`config.mk`:
```
export PLATFORM = sky130hd
export DESIGN_NAME = barrel_shift_8bit
export DESIGN_NICKNAME = d
export VERILOG_FILES = /design/src/rtl/barrel_shift_8bit.sv
export SDC_FILE = /design/constraint.sdc
export NUM_CORES = 1
export LEC_CHECK = 0
export ABC_AREA = 1
export ABC_CLOCK_PERIOD_IN_PS = 800
export BUFFER_PORTS_ARGS = -buffer_cell sky130_fd_sc_hd__buf_2
export CELL_PAD_IN_SITES_DETAIL_PLACEMENT = 0
export CELL_PAD_IN_SITES_GLOBAL_PLACEMENT = 1
export CORE_ASPECT_RATIO = 0.7
export CORE_MARGIN = 1
export CORE_UTILIZATION = 30
export CTS_CLUSTER_DIAMETER = 150
export DETAILED_ROUTE_END_ITERATION = 10
export PLACE_DENSITY_LB_ADDON = 0.12
export SETUP_SLACK_MARGIN = 0.2
export SKIP_CTS_REPAIR_TIMING = 1
export SLEW_MARGIN = 20
export SYNTH_ARGS = -nofsm -noshare
export SYNTH_HDL_FRONTEND = slang
export SYNTH_SLANG_ARGS = --single-unit
```
`constraint.sdc`:
```
create_clock -name clk -period 0.8 [get_ports clk]
set_input_delay 0.12 -clock clk [delete_from_list [all_inputs] [get_ports clk]]
set_output_delay 0.12 -clock clk [all_outputs]
set_load 0.02 [all_outputs]
```
`src/rtl/barrel_shift_8bit.sv`:
```
// Registered logical barrel shifter: log2(WIDTH) cascaded mux stages
// (shift by 1, 2, 4, ...), zero fill, one-cycle latency.

module bs_stage #(
  parameter int WIDTH = 8,
  parameter int SHAMT = 1
) (
  input  logic [WIDTH-1:0] i_d,
  input  logic             i_en,
  input  logic             i_left,
  output logic [WIDTH-1:0] o_d
);
  logic [WIDTH-1:0] w_lft, w_rgt;

  // Constant-index wiring only; the variable amount lives in the stage enables.
  for (genvar b = 0; b < WIDTH; b++) begin : g_bit
    if (b >= SHAMT) begin : g_lsrc
      assign w_lft[b] = i_d[b-SHAMT];
    end else begin : g_lzero
      assign w_lft[b] = 1'b0;
    end
    if (b + SHAMT < WIDTH) begin : g_rsrc
      assign w_rgt[b] = i_d[b+SHAMT];
    end else begin : g_rzero
      assign w_rgt[b] = 1'b0;
    end
  end

  assign o_d = !i_en  ? i_d   :
               i_left ? w_lft : w_rgt;
endmodule

module barrel_shift_8bit #(
  parameter int WIDTH = 8,
  localparam int SW   = (WIDTH > 1) ? $clog2(WIDTH) : 1
) (
  input  logic             clk,
  input  logic             rst_n,
  input  logic [WIDTH-1:0] in,
  input  logic             Lr,
  input  logic [SW-1:0]    n,
  input  logic             in_valid,
  output logic [WIDTH-1:0] out,
  output logic             out_valid
);
  logic [SW:0][WIDTH-1:0] w_stg;
  logic [WIDTH-1:0]       r_out;
  logic                   r_vld;

  assign w_stg[0] = in;

  for (genvar s = 0; s < SW; s++) begin : g_stage
    bs_stage #(.WIDTH(WIDTH), .SHAMT(1 << s)) u_stage (
      .i_d    (w_stg[s]),
      .i_en   (n[s]),
      .i_left (Lr),
      .o_d    (w_stg[s+1])
    );
  end

  // Result holds when idle; only the valid flag drops.
  always_ff @(posedge clk or negedge rst_n) begin
    if (!rst_n) begin
      r_out <= '0;
      r_vld <= 1'b0;
    end else begin
      r_vld <= in_valid;
      if (in_valid) r_out <= w_stg[SW];
    end
  end

  assign out       = r_out;
  assign out_valid = r_vld;
endmodule

```
# After elaboration in Yosys (flattened, before gate mapping)
# Index checks and enable logic that the tools add are counted.
[word_totals]
ff_bits = 9
latch_bits = 0
ramBits = 0
rom_bits = 0
word_cells = 8
memories = 0
[classes]
addsub = 0
multipliers = 0
n_div = 0
n_lt_le_gt_ge = 0
n_eq_ne = 0
shift = 0
mux = 6
bitwise = 0
n_reduce_logical = 0
[op_table]
columns = ["op", "n"]
rows = [
  ["2-to-1 mux 8 bit", 6],
]

# Depth between registers and ports, before layout
[depth]
depth_word = 6
mapped_depth = 10

# Cells and area by module
# Synthesis repeated with hierarchy kept, for this count alone.
[hier_totals]
hier_cells = 147
area_unflattened_um2 = 827.0
[modules_own_cells]
columns = ["module", "instances", "cells_per_inst", "area_each_um2", "seq_area_each_um2"]
rows = [
  ["barrel_shift_8bit", 1, 35, 330.3, 225.2],
  ["bs_stage at g_stage[0].u_stage", 1, 46, 206.4, 0.0],
  ["bs_stage at g_stage[1].u_stage", 1, 39, 171.4, 0.0],
  ["bs_stage at g_stage[2].u_stage", 1, 27, 118.9, 0.0],
]

# Worst setup path before layout
# OpenSTA, ideal clock, no wires.
[synth_path]
path_kind = "input -> register"
from = "input port n[0]"
to = "register r_out[7] (netlist: out[7])"
setup_time_ns = 0.124
t_arrival_ns = 0.796
t_required_ns = 0.676
slack_ns = -0.120
path_stages = 6
path_buffers = 1
cell_sequence = "buf_6 > or2_4 > nand3_1 > nand2_1 > a21oi_1 > a21oi_1"
[synth_via]
elab_chain_len = 5
[synth_lines]
columns = ["element", "line", "source"]
rows = [
  ["from (decl)", "41", "input logic [SW-1:0] n,"],
  ["2-to-1 mux 8 bit (*)", "29", "assign o_d = !i_en ? i_d :"],
  ["2-to-1 mux 8 bit", "30", "i_left ? w_lft : w_rgt;"],
  ["2-to-1 mux 8 bit (*)", "29", ""],
  ["2-to-1 mux 8 bit", "30", ""],
  ["2-to-1 mux 8 bit (*)", "29", ""],
  ["to (signal assigned)", "68", "if (in_valid) r_out <= w_stg[SW];"],
  ["to (decl)", "47", "logic [WIDTH-1:0] r_out;"],
]
# Mark *: on every way between the ends. The rest lies on a longest branch, timed or not.
# A chain may end at the register's enable or synchronous reset.

# Worst setup path in the final report
[layout_path]
from = "register r_out[6] (netlist: out[6])"
to = "output port out[6]"
[layout_lines]
columns = ["element", "line", "source"]
rows = [
  ["to (decl)", "43", "output logic [WIDTH-1:0] out,"],
]
# No word-level cell between the ends.

==> metrics.txt <==
Die ar.=0.00287 mm2; Post-Syn Area=796 um2; post-synthesis xor/xnor area fraction=0; Hold Crit Class=primary input to flop; Setup crit end kind=primary output; Post-Syn Nets=135; Max-Cap Viols=0; CTS tree=built; Final Cycle Share=1.10; pin count of the biggest net entering global routing=10; final number of setup-violating endpoints=9; Mapped Cells=120; global route overflow=0; initial DRC count=58; PortBufs=23; largest family of logic cells by synthesized area=simple AND/OR/NAND/NOR gates; Chip Height=45.1 um; ant diodes=0; num rows=15; first-pass GRT wire length=3.36 mm; Vias=947; vias in the first global route=734; starting density of the core=0.321; LEAKAGE=0.699 nW; total chip power=0.00189 W; Fin. Hold Viols=0; Max rail drop VDD=0.735 mV; first-pass iteration count of the detailed router=4; # IOs=24; CP arrival=0.76 ns; Final min period=0.882 ns; Crit-path slowest cell=dfrtp_1; Tot GR Track Use=0.155; worst path bufs/invs=1; critical path launch point type=flop; CTS Sinks=9; die width=63.6 um; Worst Slack Setup Final=-0.0815 ns; YS warnings=0; crit path from=out[6]; Max Fclk=1.13 GHz; most frequent cells in the layout=nand2_1, nand3_2, nand2_2, buf_6, buf_4; share of cells above drive strength 1=0.655; GPL Wtd Cong=0.770; multiplexer area fraction after synthesis=0; initial antenna violation count=0; Max Slew Vio Count=0; worst-case clock buffer depth=2; R2R Path Start=out[3]; Clock Pin Slew Worst Setup and Hold Paths=0.04 ns; Core Area=0.00248 mm2; Synth Area in Adders=0; Clock Latency Late Sink=0.23 ns; worst-path cell chain=buf_6; Worst path max stage delay=0.39 ns; Synth area leaders=dfrtp_1, nand2_1, nand3_2; RSZ-0062 raised after global routing=yes; Synth Register Bits=9; commonest non-fill, non-tap cell in the layout=nand2_1; worst slew pin tran=0.351 ns; Worst path top cell family by delay=flip-flops; Cell variety after synth=18; share of the synthesized area in the top cell type=0.283; ANT nets after route=0; compound-cell area share of the yosys netlist=0.0849; simple-gate area share of the yosys netlist=0.547; Num CTS Buffers=3; required time of the critical path=0.68 ns; area delta synth->final=82.2%; post-DR wirelength/cell=12.2 um; Root Driver=clkbuf_8; sequential area share after synthesis=0.283; violated checks=setup timing; WL final=2.43 mm; Final Skew=0 ns; Power Density=1300 mW/mm2; Finished Layout Cells=199; Worst Min Path Start=in_valid; DRC Markers=0; routed vias/inst=4.76; placed cells=190; Clock H-tree levels=1; status=finished with violations; maximum fanout along the worst path=2; relative slew slack=0.766; Synth area leader=dfrtp_1; Synth Area per Inst=6.63 um2; NumNets Final=181; Crit Path Class=flop to primary output; placed wire-length estimate=1.69 mm
worst paths after layout:
kind	endpoint	slack, ns	cells past startpoint
min in group asynchronous	out[2]	0.27	2
min reg2reg	out[4]	0.50	2
max in group asynchronous	out[5]	0.35	2
max reg2reg	out[3]	0.02	3
max	out[6]	-0.08	1
min	out_valid	0.18	2
power by group:
| group | internal (W) | total [W] | switching, W |
|---|---|---|---|
| combinational | 0.000384 | 0.000816 | 0.000432 |
| clock | 0.000347 | 0.000530 | 0.000183 |
| sequential | 0.000507 | 0.000542 | 0.0000346 |
metal layers:
layer  track usage  wire [um]  up-vias
met5             0          0        -
met1         0.249       1220      444
met3        0.0581        127        0
met2         0.191       1080       23
li1              -          -      480
met4        0.0136          0        0
cell usage after synthesis (all sizes together):
cell type,number
a21oi,12
buf,3
clkinv,2
dfrtp,9
inv,7
nand2,49
nand3,27
nor2,8
or2,3
registers in the layout, summed over array words and instances (netlist names):
| signal | cells |
|---|---|
| out | 8 |
| out_valid | 1 |
through the flow:
step | util | worst slack (ns) | area [um2] | hold WS (ns) | setup TNS [ns]
after floorplan | - | -0.110 | 816 | -0.176 | -0.705
after global placement | 0.433 | -0.337 | 1070 | -0.0170 | -2.52
after detailed placement | 0.433 | -0.320 | 1070 | -0.0167 | -2.46
after CTS | 0.451 | -0.0958 | 1120 | -0.266 | -1.28
after global routing | 0.585 | -0.110 | 1450 | 0.180 | -1.04
final | 0.585 | -0.0815 | 1450 | 0.175 | -0.624
kinds of logic after synthesis:
family / count (synthesis)
buf+inv: 12
flops: 9
compound gates: 12
simple gates: 87
layout make-up:
cell class / instances / area, um2
multi-input combinational: 99 / 691
clock buffer: 4 / 45.0
timing repair buffer: 44 / 395
fill: 244 / 1030
sequential: 9 / 225
tap: 34 / 42.5
inverter: 9 / 51.3
Power figures use the tool's default switching activity.
